File: src/rtl/uart_pkg.sv
// Shared definitions for the memory-mapped UART transmitter: register map,
// frame FSM encoding and STATUS bit positions.
package uart_pkg;

  localparam logic [1:0] REG_TXDATA  = 2'd0;
  localparam logic [1:0] REG_STATUS  = 2'd1;
  localparam logic [1:0] REG_BAUDDIV = 2'd2;

  typedef enum logic [1:0] {
    S_IDLE  = 2'd0,
    S_START = 2'd1,
    S_DATA  = 2'd2,
    S_STOP  = 2'd3
  } uart_state_e;

  localparam int unsigned STAT_FULL      = 0;
  localparam int unsigned STAT_EMPTY     = 1;
  localparam int unsigned STAT_BUSY      = 2;
  localparam int unsigned STAT_OVF       = 3;
  localparam int unsigned STAT_COUNT_LSB = 4;

  // A divider of zero would never produce a bit boundary, so it is held at one.
  function automatic logic [15:0] sanitize_div(input logic [15:0] div);
    return (div == 16'd0) ? 16'd1 : div;
  endfunction

endpackage

File: src/rtl/sync_fifo.sv
// Single-clock FIFO with extra-MSB pointers; pop has priority so a push into a
// full FIFO is accepted when it coincides with a pop.
module sync_fifo #(
  parameter int unsigned WIDTH = 8,
  parameter int unsigned DEPTH = 8
) (
  input  logic                     clk,
  input  logic                     rst_n,
  input  logic                     push,
  input  logic [WIDTH-1:0]         wdata,
  input  logic                     pop,
  output logic [WIDTH-1:0]         rdata,
  output logic                     full,
  output logic                     empty,
  output logic [$clog2(DEPTH):0]   count
);

  localparam int unsigned AW = $clog2(DEPTH);

  logic [AW:0]      wr_ptr_q, rd_ptr_q;
  logic [WIDTH-1:0] mem_q [DEPTH];
  logic             do_push, do_pop;

  assign empty = (wr_ptr_q == rd_ptr_q);
  assign full  = (wr_ptr_q[AW] != rd_ptr_q[AW]) && (wr_ptr_q[AW-1:0] == rd_ptr_q[AW-1:0]);
  assign count = wr_ptr_q - rd_ptr_q;

  assign do_pop  = pop & ~empty;
  assign do_push = push & (~full | do_pop);
  assign rdata   = mem_q[rd_ptr_q[AW-1:0]];

  always_ff @(posedge clk) begin
    if (!rst_n) begin
      wr_ptr_q <= '0;
      rd_ptr_q <= '0;
    end else begin
      if (do_push) wr_ptr_q <= wr_ptr_q + 1'b1;
      if (do_pop)  rd_ptr_q <= rd_ptr_q + 1'b1;
    end
  end

  always_ff @(posedge clk) begin
    if (do_push) mem_q[wr_ptr_q[AW-1:0]] <= wdata;
  end

endmodule

File: src/rtl/mmio_uart_tx.sv
// Memory-mapped 8N1 UART transmitter: register decode, TX FIFO, baud counter and
// frame FSM. Read data is registered so it lines up with the CPU writeback stage.
module mmio_uart_tx
  import uart_pkg::*;
#(
  parameter logic [9:0]  BASE_ADDR  = 10'h3F0,
  parameter int unsigned FIFO_DEPTH = 8,
  parameter logic [15:0] DIV_RESET  = 16'd868
) (
  input  logic        clk,
  input  logic        rst_n,
  input  logic [9:0]  data_address,
  input  logic [31:0] data_out,
  input  logic [3:0]  width,
  input  logic        write_mem,
  output logic [31:0] rdata,
  output logic        rsel,
  output logic        tx,
  output logic        irq
);

  localparam int unsigned CW = $clog2(FIFO_DEPTH) + 1;

  logic          hit;
  logic [1:0]    reg_sel;
  logic          wr_txdata, wr_status_clr, wr_baud;
  logic [15:0]   baud_q, baud_d, baud_wr, div_load;
  logic          ovf_q, ovf_d;
  logic          fifo_full, fifo_empty, fifo_pop;
  logic [7:0]    fifo_rdata;
  logic [CW-1:0] fifo_count;
  uart_state_e   state_q, state_d;
  logic [15:0]   cnt_q, cnt_d;
  logic [2:0]    bitidx_q, bitidx_d;
  logic [7:0]    shreg_q, shreg_d;
  logic          tx_q, tx_d;
  logic          bit_end, busy;
  logic [31:0]   status, reg_rdata, rdata_q;
  logic          rsel_q;
  logic          unused_bits;

  assign unused_bits = ^{data_out[31:16], width[3:2]};

  // Register decode
  assign hit     = (data_address[9:4] == BASE_ADDR[9:4]);
  assign reg_sel = data_address[3:2];

  assign wr_txdata     = write_mem & hit & (reg_sel == REG_TXDATA) & width[0];
  assign wr_status_clr = write_mem & hit & (reg_sel == REG_STATUS) & width[0] & data_out[3];
  assign wr_baud       = write_mem & hit & (reg_sel == REG_BAUDDIV) & (|width[1:0]);

  always_comb begin
    baud_wr = baud_q;
    if (width[0]) baud_wr[7:0]  = data_out[7:0];
    if (width[1]) baud_wr[15:8] = data_out[15:8];
    baud_d = wr_baud ? sanitize_div(baud_wr) : baud_q;
  end

  always_comb begin
    ovf_d = ovf_q;
    if (wr_txdata && fifo_full && !fifo_pop) begin
      ovf_d = 1'b1;
    end else if (wr_status_clr) begin
      ovf_d = 1'b0;
    end
  end

  sync_fifo #(
    .WIDTH (8),
    .DEPTH (FIFO_DEPTH)
  ) u_tx_fifo (
    .clk   (clk),
    .rst_n (rst_n),
    .push  (wr_txdata),
    .wdata (data_out[7:0]),
    .pop   (fifo_pop),
    .rdata (fifo_rdata),
    .full  (fifo_full),
    .empty (fifo_empty),
    .count (fifo_count)
  );

  // Frame FSM; baud_div is sampled only when a bit starts, so divider writes
  // never stretch or cut the bit in flight.
  assign div_load = baud_q - 16'd1;
  assign bit_end  = (cnt_q == 16'd0);

  always_comb begin
    state_d  = state_q;
    cnt_d    = cnt_q;
    bitidx_d = bitidx_q;
    shreg_d  = shreg_q;
    fifo_pop = 1'b0;
    unique case (state_q)
      S_IDLE: begin
        if (!fifo_empty) begin
          fifo_pop = 1'b1;
          shreg_d  = fifo_rdata;
          cnt_d    = div_load;
          state_d  = S_START;
        end
      end
      S_START: begin
        if (bit_end) begin
          bitidx_d = 3'd0;
          cnt_d    = div_load;
          state_d  = S_DATA;
        end else begin
          cnt_d = cnt_q - 16'd1;
        end
      end
      S_DATA: begin
        if (bit_end) begin
          cnt_d = div_load;
          if (bitidx_q == 3'd7) begin
            state_d = S_STOP;
          end else begin
            bitidx_d = bitidx_q + 3'd1;
          end
        end else begin
          cnt_d = cnt_q - 16'd1;
        end
      end
      S_STOP: begin
        if (bit_end) begin
          state_d = S_IDLE;
        end else begin
          cnt_d = cnt_q - 16'd1;
        end
      end
      default: state_d = S_IDLE;
    endcase
  end

  // tx is computed from the next state so the registered line tracks state_q.
  always_comb begin
    tx_d = 1'b1;
    case (state_d)
      S_START: tx_d = 1'b0;
      S_DATA:  tx_d = shreg_d[bitidx_d];
      default: tx_d = 1'b1;
    endcase
  end

  assign busy = (state_q != S_IDLE);

  always_comb begin
    status                              = '0;
    status[STAT_FULL]                   = fifo_full;
    status[STAT_EMPTY]                  = fifo_empty;
    status[STAT_BUSY]                   = busy;
    status[STAT_OVF]                    = ovf_q;
    status[STAT_COUNT_LSB +: 8]         = 8'(fifo_count);
  end

  always_comb begin
    reg_rdata = '0;
    if (hit) begin
      case (reg_sel)
        REG_STATUS:  reg_rdata = status;
        REG_BAUDDIV: reg_rdata = {16'b0, baud_q};
        default:     reg_rdata = '0;
      endcase
    end
  end

  always_ff @(posedge clk) begin
    if (!rst_n) begin
      state_q  <= S_IDLE;
      cnt_q    <= '0;
      bitidx_q <= '0;
      shreg_q  <= '0;
      tx_q     <= 1'b1;
      baud_q   <= sanitize_div(DIV_RESET);
      ovf_q    <= 1'b0;
      rdata_q  <= '0;
      rsel_q   <= 1'b0;
    end else begin
      state_q  <= state_d;
      cnt_q    <= cnt_d;
      bitidx_q <= bitidx_d;
      shreg_q  <= shreg_d;
      tx_q     <= tx_d;
      baud_q   <= baud_d;
      ovf_q    <= ovf_d;
      rdata_q  <= reg_rdata;
      rsel_q   <= hit;
    end
  end

  assign rdata = rdata_q;
  assign rsel  = rsel_q;
  assign tx    = tx_q;
  assign irq   = fifo_empty & ~busy;

endmodule
File: config.mk
export PLATFORM = sky130hd
export DESIGN_NAME = mmio_uart_tx
export DESIGN_NICKNAME = d
export VERILOG_FILES = /design/src/rtl/uart_pkg.sv /design/src/rtl/sync_fifo.sv /design/src/rtl/mmio_uart_tx.sv
export SDC_FILE = /design/constraint.sdc
export NUM_CORES = 1
export LEC_CHECK = 0
export BUFFER_PORTS_ARGS = -buffer_cell sky130_fd_sc_hd__buf_2
export CORE_ASPECT_RATIO = 0.6
export CORE_MARGIN = 4
export CORE_UTILIZATION = 43
export CTS_CLUSTER_SIZE = 25
export DETAILED_ROUTE_END_ITERATION = 6
export GPL_TIMING_DRIVEN = 0
export SLEW_MARGIN = 20
export SYNTH_ARGS = -nofsm -noshare
export SYNTH_HDL_FRONTEND = slang
export SYNTH_HIERARCHICAL = 1
export SYNTH_SLANG_ARGS = --single-unit
File: constraint.sdc
create_clock -name clk -period 4 [get_ports clk]
set_input_delay 0.8 -clock clk [delete_from_list [all_inputs] [get_ports clk]]
set_output_delay 0.8 -clock clk [all_outputs]
set_load 0.05 [all_outputs]
### After elaboration in Yosys (flattened, before gate mapping)

Memories as Yosys holds them, arrays and structs flattened. A register that Yosys moved wholly into a read port is not among the register bits.
Index checks and enable logic that the tools add are counted.

* output and inout bits: 35
* word-level logic and storage cells: 93
* input bits: 49
* register bits: 88
* memories kept: 1
* memory bits (writable): 64

Memory list
* u_tx_fifo.mem_q: depth 8, width 8, read ports 1, clocked after Yosys merged registers in 1, wr ports 1, RTL line sync_fifo.sv:21 `logic [WIDTH-1:0] mem_q [DEPTH];`

* add/sub/neg operators: 6
* bitwise gates (word level): 15
* $lt $le $gt $ge: 1
* eq/ne operators: 14
* reduce and logical (&&, ||, !) cells: 14
* multiplexer cells: 31

Operators with widths (number)
* 2-to-1 mux 16 bit: 4
* case mux 16 bit (3 select lines): 1
* zero test 16 bit: 2
* 2-to-1 mux 8 bit: 4
* case mux 16 bit (2 select lines): 1
* subtractor 16 x 1 -> 16 bit, second input constant: 2
* 2-to-1 mux 3 bit: 5
* AND 1 bit: 11
* 2-to-1 mux 2 bit: 5
* adder 4 x 1 -> 4 bit, second input constant: 2
* equality test 2 bit, second input constant: 4
* case mux 2 bit (4 select lines): 1
* 2-to-1 mux 1 bit: 7
* equality test 2 x 1 -> 1 bit, second input constant: 3
* equality test 6 bit, second input constant: 1
* case mux 3 bit (2 select lines): 1
* equality test 4 bit: 1
* zero test 2 bit: 2
* < comparator 3 x 4 -> 1 bit, second input constant: 1
* != test 2 bit, second input constant: 2
* AND reduction 2 bit: 2
* nonzero test 2 bit: 2
* OR reduction 2 bit: 2
* subtractor 4 bit: 1
* 10 further kinds: 14

### Longest topological paths before layout

Gate-level depths: netlist (run 1).

* depth in word-level cells: 8
* gate-level depth with buffers: 11
* mapped depth without buffers: 10

### By module

Netlist (run 1), hierarchy kept.

By module, submodules not included
* mmio_uart_tx: instances 1, seq. area each 1281.2 um2, area each 3513.4 um2, cells each 423
* sync_fifo: instances 1, seq. area each 2142.1 um2, area each 3123.0 um2, cells each 167

### Least setup slack after synthesis (run 1)

OpenSTA, ideal clock, no wires.

* path type: reg-to-reg
* start point: reg u_tx_fifo.wr_ptr_q[0]
* end point: mem u_tx_fifo.mem_q[0][0] (enable)
* period minus slack after synthesis: 3116 ps
* data required time: 3617 ps
* stages on the path, launching flop included: 11
* arrival time: 2733 ps
* buffers on the path: 1
* path slack: 884 ps
* library setup time: 383 ps
* cell sequence: dfxtp_1 -> inv_1 -> ha_1 -> nand3_1 -> nor2_1 -> nand2b_1 -> clkbuf_1 -> clkinv_1 -> or3_1 -> nand3b_1 -> nor3_1

* longest elaborated chain between the ends: 8
* elaborated cells between the ends (all ways): 12
* classes of those cells: 2 x eq/ne; 4 x mux; 5 x bitwise; 1 x reduce/logical

Ends and longest elaborated chain
* from (decl): RTL line sync_fifo.sv:20 `logic [AW:0] wr_ptr_q, rd_ptr_q;`
* from (signal assigned): RTL line sync_fifo.sv:37 `if (do_push) wr_ptr_q <= wr_ptr_q + 1'b1;`
* equality test 4 bit: RTL line sync_fifo.sv:24 `assign empty = (wr_ptr_q == rd_ptr_q);`
* via fifo_empty: RTL line mmio_uart_tx.sv:29 `logic fifo_full, fifo_empty, fifo_pop;`
* 2-to-1 mux 1 bit: RTL line mmio_uart_tx.sv:96 `if (!fifo_empty) begin`
* 2-to-1 mux 1 bit: RTL line mmio_uart_tx.sv:94 `unique case (state_q)`
* via fifo_pop: RTL line mmio_uart_tx.sv:29
* AND 1 bit: RTL line sync_fifo.sv:28 `assign do_pop = pop & ~empty;`
* bitwise OR 1 bit: RTL line sync_fifo.sv:29 `assign do_push = push & (~full | do_pop);`
* AND 1 bit: RTL line sync_fifo.sv:29
* 2-to-1 mux 1 bit: RTL line sync_fifo.sv:43 `if (do_push) mem_q[wr_ptr_q[AW-1:0]] <= wdata;`
* 2-to-1 mux 1 bit (implied by the code): RTL line sync_fifo.sv:43
* to (decl): RTL line sync_fifo.sv:21

The timed path passes the listed nets, and every way through them passes these cells.

### Worst setup path after layout (run 1)

* start point: reg u_tx_fifo.wr_ptr_q[0]
* end point: mem u_tx_fifo.mem_q[2][4] (enable)

The elaborated chain is that of the path after synthesis.

==> results of run 1 <==
## registers in the layout (all words and copies together) (netlist names), 2 cells and up, named ones only
| register | count |
|---|---|
| rdata | 16 |
| u_tx_fifo/wr_ptr_q | 4 |
| u_tx_fifo/mem_q | 64 |
| baud_q | 16 |
| u_tx_fifo/rd_ptr_q | 4 |
| cnt_q | 16 |
| shreg_q | 8 |
| bitidx_q | 3 |
| state_q | 2 |
## power by group through the flow
stage,sequential (mW),combinational [mW],clock [mW]
finish,1.58,1.20,1.51
global route,1.59,1.30,1.59
CTS,1.58,1.16,1.53
detailed placement,1.61,1.15,0
global placement,1.61,1.14,0
floorplan,1.61,0.872,0
## cells in the final DEF, fill, tap and decap left out, types with 4 or more instances in the layout
cell / Yosys / layout
buf_2: 3 / 49
clkbuf_1: 18 / 20
clkinv_2: 0 / 5
mux2i_1: 16 / 16
or4_1: 4 / 4
and2_1: 8 / 8
clkbuf_16: 0 / 17
dfxtp_1: 75 / 75
xor2_1: 4 / 4
ha_1: 16 / 16
mux4_1: 16 / 16
o22ai_1: 4 / 4
or3_1: 6 / 6
nor3_1: 18 / 15
o21ai_0: 27 / 27
mux2_2: 8 / 8
buf_4: 16 / 16
xnor2_1: 16 / 16
clkinvlp_4: 0 / 4
nand3_1: 11 / 11
inv_1: 21 / 21
nor4_1: 5 / 5
o32ai_1: 7 / 7
and3_1: 11 / 11
conb_1: 1 / 16
nor2_1: 62 / 61
a22oi_1: 19 / 19
edfxtp_1: 64 / 64
a21oi_1: 29 / 29
nand2_1: 44 / 44
nand2b_1: 4 / 4
## kinds of logic (layout without fill, tap and decap cells)
logic type                 Yosys count  in the layout  synth area share (%)
xor gates and xnor gates            21             21                 2.885
other                                1             16               0.05651
buffers and inverters               64            142                 4.921
adders and majority gates           17             17                 3.318
and+or+nand+nor                    194            194                 14.86
AOI/OAI and AO/OA                  112            112                 11.60
muxes                               42             42                 10.78
DFF                                139            139                 51.58
## worst max-delay path, stage by stage (launching register included)
cell      delay [ns]
dfxtp_1         0.50
inv_1           0.14
ha_1            0.34
nand3_1         0.35
nor2_2          0.15
nand2b_1        0.23
clkbuf_2        0.26
clkinv_2        0.25
or3_1           0.17
nand3b_1        0.17
nor2_1          0.76
## per-stage QoR
stage / instances / util [%] / hold slack [ns]
2_1_floorplan: 605 / - / 0.4315
4_1_cts: 881 / 52.37 / 0.4575
6_report: 881 / 52.38 / 0.4574
3_5_place_dp: 849 / 48.54 / 0.4492
5_1_grt: 881 / 52.38 / 0.4819
3_3_place_gp: 849 / 48.44 / 0.4369
## worst paths after layout
kind,from,end,slack (ns),depth (start not counted)
max reg2reg,u_tx_fifo/wr_ptr_q[0]$_SDFFE_PN0P_,u_tx_fifo/mem_q[2][4]$_DFFE_PP_,0.27,10
min reg2reg,shreg_q[2]$_SDFF_PN0_,shreg_q[2]$_SDFF_PN0_,0.46,2
max,u_tx_fifo/wr_ptr_q[0]$_SDFFE_PN0P_,u_tx_fifo/mem_q[2][4]$_DFFE_PP_,0.27,10
min,shreg_q[2]$_SDFF_PN0_,shreg_q[2]$_SDFF_PN0_,0.46,2
## metal layers
layer / vias up / GRT usage, % / wire length (um)
met5: - / 0 / 0
met4: 0 / 4.574 / 172
met3: 19 / 3.950 / 1114
met2: 170 / 26.29 / 6618
met1: 2405 / 30.16 / 8586
li1: 2325 / - / -
## what timing repair did
| item | CTS | global route |
|---|---|---|
| hold buffers | 0 | 0 |
| endpoints found under the setup margin | 65 | 65 |
| gates resized for setup | 2 | 2 |
## layout make-up
cell class	count	area, um2	area share (%)
Inverter	22	83.83	1.081
Clock inverter	12	127.6	1.646
Buffer	42	245.2	3.162
Tap cell	198	247.7	3.195
Timing Repair Buffer	46	230.2	2.969
Multi-Input combinational cell	402	2960	38.17
Clock buffer	20	436.7	5.631
Sequential cell	139	3423	44.14
==> results.sh, run 1 <==
export IMPL_timing_worst_slew_pin_value_ns=1.046
export IMPL_cp_arrival_ns=3.75
export IMPL_fin_crit_sh_pct=93.15
export IMPL_critPathMaxFanout=13
export IMPL_max_freq_mhz=268.4
export IMPL_synth_warnings=6
export IMPL_nets=736
export IMPL_grt_pass1_vias=4756
export IMPL_syn_avg_cell_area_um2=11.25
export IMPL_dp_slack_ns=-0.2715
export IMPL_comb_power_share_pct=27.9
export IMPL_synthTopCellsByCount="dfxtp_1, edfxtp_1, nor2_1, nand2_1, a21oi_1"
export IMPL_start_util_pct=44.83
export IMPL_finalPower_mw=4.287
export IMPL_row_count=34
export IMPL_p_clk_share_pct=35.1
export IMPL_ios=84
export IMPL_detail_route_antenna_nets=0
export IMPL_p_leak_nw=2.956
export IMPL_final_hold_violation_count=0
export IMPL_slew_headroom_pct=30.04
export IMPL_synth_edf_count=64
export IMPL_post_cts_setup_buffers=0
export IMPL_fin_ws_ns=0.2738
export IMPL_switching_power_mw=1.439
export IMPL_synth_most_common_cell="dfxtp_1"
export IMPL_portBuffers=46
export IMPL_worst_skew_pair_late_latency_ns=0.41
export IMPL_outcome="finished, final reports clean"
export IMPL_min_path_type="reg -> reg"
export IMPL_synth_cells=590
export IMPL_antenna_found_initial=0
export IMPL_cts_buffers=17
export IMPL_coreArea_um2=14800
export IMPL_wl_per_cell_um=18.72
export IMPL_die_x_um=168.4
export IMPL_p_per_area_nw_per_um2=552.8
export IMPL_synth_seq_cells=139
export IMPL_fillCellCount=1319
export IMPL_finClkSkew_ns=0.01134
export IMPL_place_area_um2=7186
export IMPL_wl_um=16490
export IMPL_end_kind="register"
export IMPL_drtIter0Drc=343
export IMPL_cts_tree="built"
export IMPL_grt_max_degree=17
export IMPL_synth_top_area_share_pct=28.96
export IMPL_clock_path_buffers=2
export IMPL_seq_area_frac_synth_pct=51.58
export IMPL_grt_pass1_wl_um=26350
export IMPL_peakVddDrop_v=0.0003350
export IMPL_drtPass1Iterations=5
export IMPL_grt_use_total_pct=19.03
export IMPL_setup_violations=0
export IMPL_die_area_um2=17550
export IMPL_cts_sinks=139
export IMPL_p_int_mw=2.848
export IMPL_yosys_cell_types_count=65
export IMPL_synth_area_leader_cell="edfxtp_1"
export IMPL_n_antenna_cell=0
export IMPL_cp_required_ns=4.03
export IMPL_synth_main_ff_cell="dfxtp_1"
export IMPL_path_class="reg -> reg"
export IMPL_drc=0
export IMPL_async_reset_ff_share_pct=0
export IMPL_critPathLaunchType="register"
export IMPL_synth_area_leaders="edfxtp_1, dfxtp_1, mux4_1"
export IMPL_dp_hpwl_um=12060
export IMPL_clockRootBuffer="clkbuf_16"
export IMPL_p_seq_share_pct=37.0
export IMPL_tns_ns=0
export IMPL_rsz0062_at_grt="no"
export IMPL_post_route_cell_area_um2=7755
export IMPL_die_h_um=104.2
export IMPL_slew_violations=0
export IMPL_layout_drive_gt1_share_pct=19.47
export IMPL_syn2layout_area_growth_pct=16.86
export IMPL_gp_congestion=0.8836
export IMPL_htree_num_levels=4
export IMPL_fin_crit_ns=3.726
export IMPL_dr_total_vias=4919
export IMPL_grt_overflow=0
export IMPL_via_per_inst=5.583
export IMPL_switching_share_pct=33.56
export IMPL_clkTransAtPathRegs_ns=0.06
export IMPL_syn_area_um2=6636
export IMPL_max_cap_violations=0
No activity file was read; power rests on OpenSTA's default activity.
==> run 2, diff against run 1 <==
Clock period 4 ns to 3.7 ns, I/O delays scaled along.
==> results.sh, run 2 (synthesis results as in run 1) <==
export IMPL_antenna_found_initial=0
export IMPL_max_cap_violations=0
export IMPL_outcome="finished, final reports clean"
export IMPL_cts_sinks=139
export IMPL_rsz0062_at_grt="no"
export IMPL_timing_worst_slew_pin_value_ns=1.079
export IMPL_clockRootBuffer="clkbuf_16"
export IMPL_critPathMaxFanout=13
export IMPL_grt_max_degree=17
export IMPL_wl_um=16580
export IMPL_largest_register_ffs=64
export IMPL_via_per_inst=5.606
export IMPL_cts_buffers=17
export IMPL_switching_share_pct=33.63
export IMPL_fin_crit_sh_pct=94.06
export IMPL_place_inst=849
export IMPL_path_class="reg -> reg"
export IMPL_critPathLaunchType="register"
export IMPL_clock_path_buffers=2
export IMPL_layout_cells_non_filler=881
export IMPL_nets=736
export IMPL_die_area_um2=17550
export IMPL_slew_headroom_pct=27.79
export IMPL_gp_congestion=0.8836
export IMPL_fin_crit_ns=3.480
export IMPL_layout_drive_gt1_share_pct=20.06
export IMPL_ios=84
export IMPL_drtPass1Iterations=5
export IMPL_finClkSkew_ns=0.01163
export IMPL_cts_tree="built"
export IMPL_p_per_area_nw_per_um2=596.8
export IMPL_clkTransAtPathRegs_ns=0.06
export IMPL_setup_violations=0
export IMPL_switching_power_mw=1.560
export IMPL_grt_overflow=0
export IMPL_htree_num_levels=4
export IMPL_n_antenna_cell=0
export IMPL_grt_pass1_vias=4756
export IMPL_worst_skew_pair_late_latency_ns=0.41
export IMPL_p_leak_nw=2.966
export IMPL_end_kind="register"
export IMPL_detail_route_antenna_nets=0
export IMPL_mostFrequentLayoutCells="dfxtp_1, edfxtp_1, nor2_1"
export IMPL_cts_resized=4
export IMPL_wl_per_cell_um=18.82
export IMPL_comb_power_share_pct=27.9
export IMPL_max_freq_mhz=287.3
export IMPL_portBuffers=46
export IMPL_dp_hpwl_um=12060
export IMPL_start_util_pct=44.83
export IMPL_final_common_cell="dfxtp_1"
export IMPL_min_path_type="reg -> reg"
export IMPL_die_h_um=104.2
export IMPL_tns_ns=0
export IMPL_grt_pass1_wl_um=26360
export IMPL_cp_required_ns=3.73
export IMPL_cp_arrival_ns=3.51
export IMPL_worst_path_largest_cell_delay_ns=0.71
export IMPL_final_hold_violation_count=0
export IMPL_row_count=34
export IMPL_crit_path_top_delay_cell="nor3_2"
export IMPL_p_clk_share_pct=35.1
export IMPL_dr_total_vias=4939
export IMPL_ctsHoldBuffers=0
export IMPL_slew_violations=0
export IMPL_syn2layout_area_growth_pct=17.14
export IMPL_drtIter0Drc=359
export IMPL_p_seq_share_pct=36.9
export IMPL_grt_use_total_pct=19.04
export IMPL_p_int_mw=3.079
export IMPL_drc=0
export IMPL_worstPathCellList="inv_1, ha_1, nand3_2, nor2_4, nand2b_1, clkbuf_2, inv_4, or3_1, nand3_1, nor3_2"
export IMPL_post_cts_setup_buffers=0
export IMPL_peakVddDrop_v=0.0003634
export IMPL_holdWs_ns=0.4585
export IMPL_die_x_um=168.4
export IMPL_coreArea_um2=14800
-- run 2: cell types whose count changed in the layout (fill, tap and decap cells not counted) --
| cell | delta |
|---|---|
| clkinv_2 | -1 |
| inv_4 | +1 |
| nand3_1 | -1 |
| nand3_2 | +1 |
| nor2_1 | -3 |
| nor2_2 | +2 |
| nor2_4 | +1 |
-- run 2: worst paths after layout --
kind | to | cells past startpoint | startpoint | slack [ns]
setup / recovery | u_tx_fifo/mem_q[4][5]$_DFFE_PP_ | 10 | u_tx_fifo/wr_ptr_q[0]$_SDFFE_PN0P_ | 0.22
hold / removal | shreg_q[2]$_SDFF_PN0_ | 2 | shreg_q[2]$_SDFF_PN0_ | 0.46
setup reg to reg | u_tx_fifo/mem_q[4][5]$_DFFE_PP_ | 10 | u_tx_fifo/wr_ptr_q[0]$_SDFFE_PN0P_ | 0.22
hold reg to reg | shreg_q[2]$_SDFF_PN0_ | 2 | shreg_q[2]$_SDFF_PN0_ | 0.46
-- run 2: area by class of cell --
cell class	instances	area [um2]
clock buffer	20	436.7
tap	198	247.7
multi-input combinational	402	2978
timing repair buffer	46	230.2
inverter	22	85.08
clock inverter	12	127.6
sequential	139	3423
fill	1321	7030
buffer	42	245.2
-- run 2: power groups by stage --
stage,combinational (mW),sequential (mW),clock [mW]
floorplan,0.943,1.74,0
global placement,1.23,1.74,0
detailed placement,1.25,1.74,0
CTS,1.26,1.71,1.65
global route,1.41,1.72,1.72
finish,1.29,1.71,1.63
-- run 2: per-layer routing --
metal	wire, um	share of wire [%]	track usage, %	vias to the layer above
li1	-	-	-	2320
met1	8535	51	30.18	2415
met2	6710	40	26.29	189
met3	1177	7.1	3.950	15
met4	155	0.93	4.574	0
met5	0	0	0	-
-- run 2: per-stage QoR --
step / util (%) / instance area (um2) / power [mW] / setup WS (ns)
after floorplan: - / 6693 / 2.685 / 0.5837
after global routing: 52.51 / 7774 / 4.848 / 0.01426
after global placement: 48.44 / 7171 / 2.969 / -0.5081
final: 52.51 / 7774 / 4.639 / 0.2198
after CTS: 52.40 / 7757 / 4.621 / 0.02390
after detailed placement: 48.54 / 7186 / 2.990 / -0.5715
-- run 2: critical path, delay by kind of cell (launching register included) --
kind	cells	cell delay [ns]
adder cells (fa/ha/maj)	1	0.35
AND/OR/NAND/NOR	6	1.60
flip-flops	1	0.51
buffers and inverters	3	0.63
==> run 3, diff against run 2 <==
Settings changed: CORE_MARGIN 4 to 2, MAX_ROUTING_LAYER set to met4.
==> results.sh, run 3 (synthesis results as in run 1) <==
export IMPL_outcome="finished, final reports clean"
export IMPL_via_per_inst=5.651
export IMPL_critPathMaxFanout=13
export IMPL_die_x_um=164.4
export IMPL_final_hold_violation_count=0
export IMPL_grt_pass1_wl_um=25310
export IMPL_place_inst=855
export IMPL_p_leak_nw=3.015
export IMPL_cts_tree="built"
export IMPL_r2r_start="u_tx_fifo/wr_ptr_q[0]$_SDFFE_PN0P_"
export IMPL_row_count=35
export IMPL_ios=84
export IMPL_fin_ws_ns=0.1847
export IMPL_grt_overflow=0
export IMPL_detail_route_antenna_nets=0
export IMPL_drtPass1Iterations=4
export IMPL_finClkSkew_ns=0.01024
export IMPL_hold_start="shreg_q[2]$_SDFF_PN0_"
export IMPL_largest_register_ffs=64
export IMPL_timing_worst_slew_pin_value_ns=0.8751
export IMPL_peakVddDrop_v=0.0003231
export IMPL_fin_crit_sh_pct=95.01
export IMPL_die_area_um2=16480
export IMPL_fillCellCount=1351
export IMPL_drtIter0Drc=419
export IMPL_clkTransAtPathRegs_ns=0.06
export IMPL_slew_violations=0
export IMPL_grt_use_total_pct=20.93
export IMPL_clockRootBuffer="clkbuf_16"
export IMPL_nets=737
export IMPL_rsz0062_at_grt="no"
export IMPL_cts_buffers=17
export IMPL_grt_pass1_vias=4634
export IMPL_layout_drive_gt1_share_pct=20.91
export IMPL_max_freq_mhz=284.5
export IMPL_worst_path_largest_cell_delay_ns=0.74
export IMPL_min_path_type="reg -> reg"
export IMPL_drc=0
export IMPL_worst_skew_pair_late_latency_ns=0.41
export IMPL_cp_arrival_ns=3.55
export IMPL_crit_path_top_delay_cell="nor3_2"
export IMPL_wl_per_cell_um=18.23
export IMPL_antenna_found_initial=0
export IMPL_max_cap_violations=0
export IMPL_layout_cells_non_filler=887
export IMPL_mostFrequentLayoutCells="dfxtp_1, edfxtp_1, nor2_1"
export IMPL_coreArea_um2=15240
export IMPL_critPathLaunchType="register"
export IMPL_clock_path_buffers=2
export IMPL_dr_total_vias=5012
export IMPL_dp_hpwl_um=11770
export IMPL_final_common_cell="dfxtp_1"
export IMPL_portBuffers=46
export IMPL_path_class="reg -> reg"
export IMPL_start_util_pct=43.55
export IMPL_syn2layout_area_growth_pct=18.16
export IMPL_cts_resized=3
export IMPL_wl_um=16170
export IMPL_n_antenna_cell=0
export IMPL_dp_slack_ns=-0.5321
export IMPL_slew_headroom_pct=41.34
export IMPL_die_h_um=100.2
export IMPL_fin_crit_ns=3.515
export IMPL_ctsHoldBuffers=0
export IMPL_cts_sinks=139
export IMPL_worstPathCellList="inv_1, ha_1, nand3_2, nor2_4, nand2b_1, clkbuf_2, clkinv_2, or3_1, nand3b_1, nor3_2"
export IMPL_setup_violations=0
export IMPL_gp_congestion=0.8885
export IMPL_post_cts_setup_buffers=0
export IMPL_worstSetupStartpoint="u_tx_fifo/wr_ptr_q[0]$_SDFFE_PN0P_"
export IMPL_cp_required_ns=3.73
export IMPL_ff2ff_setup_slack_ns=0.18
export IMPL_p_per_area_nw_per_um2=606.0
export IMPL_grt_max_degree=17
export IMPL_htree_num_levels=4
export IMPL_end_kind="register"
## run 3: cell count changes in the layout (fill, tap and decap cells not counted)
cell        change
nor2_1          -2
clkinvlp_4      -4
clkbuf_2        +2
clkinv_2        -1
buf_4           +1
clkbuf_16       +2
clkbuf_1        -3
inv_6           +4
nor2_2          +2
## run 3: final timing paths
check | end | cells after the start
min reg2reg | shreg_q[2]$_SDFF_PN0_ | 2
min | shreg_q[2]$_SDFF_PN0_ | 2
max reg2reg | u_tx_fifo/mem_q[0][3]$_DFFE_PP_ | 10
max | u_tx_fifo/mem_q[0][3]$_DFFE_PP_ | 10
## run 3: where the power goes
part	leakage (nW)	switching, mW	internal (mW)
Sequential	1.18	0.0563	1.66
Combinational	1.52	0.851	0.437
Clock	0.309	0.665	1.09
## run 3: final cells by class
class	count	area, um2	area share (%)
plain buffers	42	245.2	3.127
clock buffers	21	485.5	6.191
clock inverters	11	128.9	1.644
inverters	22	83.83	1.069
multi-input cells	402	2983	38.04
flip-flops and latches	139	3423	43.66
well taps	203	254.0	3.239
repair buffers	47	237.7	3.032
## run 3: critical path, delay by kind of cell, from the launching register on
kind / cells / cell delay, ns
simple gates: 6 / 1.66
buf+inv: 3 / 0.64
flops: 1 / 0.48
fa+ha+maj: 1 / 0.35
## run 3: through the flow
| stage | util (%) | cell area (um2) | hold WS [ns] | power (mW) | setup TNS [ns] |
|---|---|---|---|---|---|
| after CTS | 51.31 | 7819 | 0.4576 | 4.754 | 0 |
| final | 51.45 | 7841 | 0.4588 | 4.752 | 0 |
| after global routing | 51.45 | 7841 | 0.4753 | 4.974 | 0 |
| after floorplan | - | 6693 | 0.4315 | 2.685 | 0 |
| after detailed placement | 47.24 | 7199 | 0.4488 | 3.002 | -28.99 |
| after global placement | 47.09 | 7177 | 0.4373 | 2.960 | -21.70 |
## run 3: layer usage
layer	GRT usage [%]	routed length [um]	vias up
met5	-	0	-
met4	5.151	187	0
met3	4.669	1206	16
met2	28.48	6705	240
met1	31.41	8071	2433
li1	-	-	2323
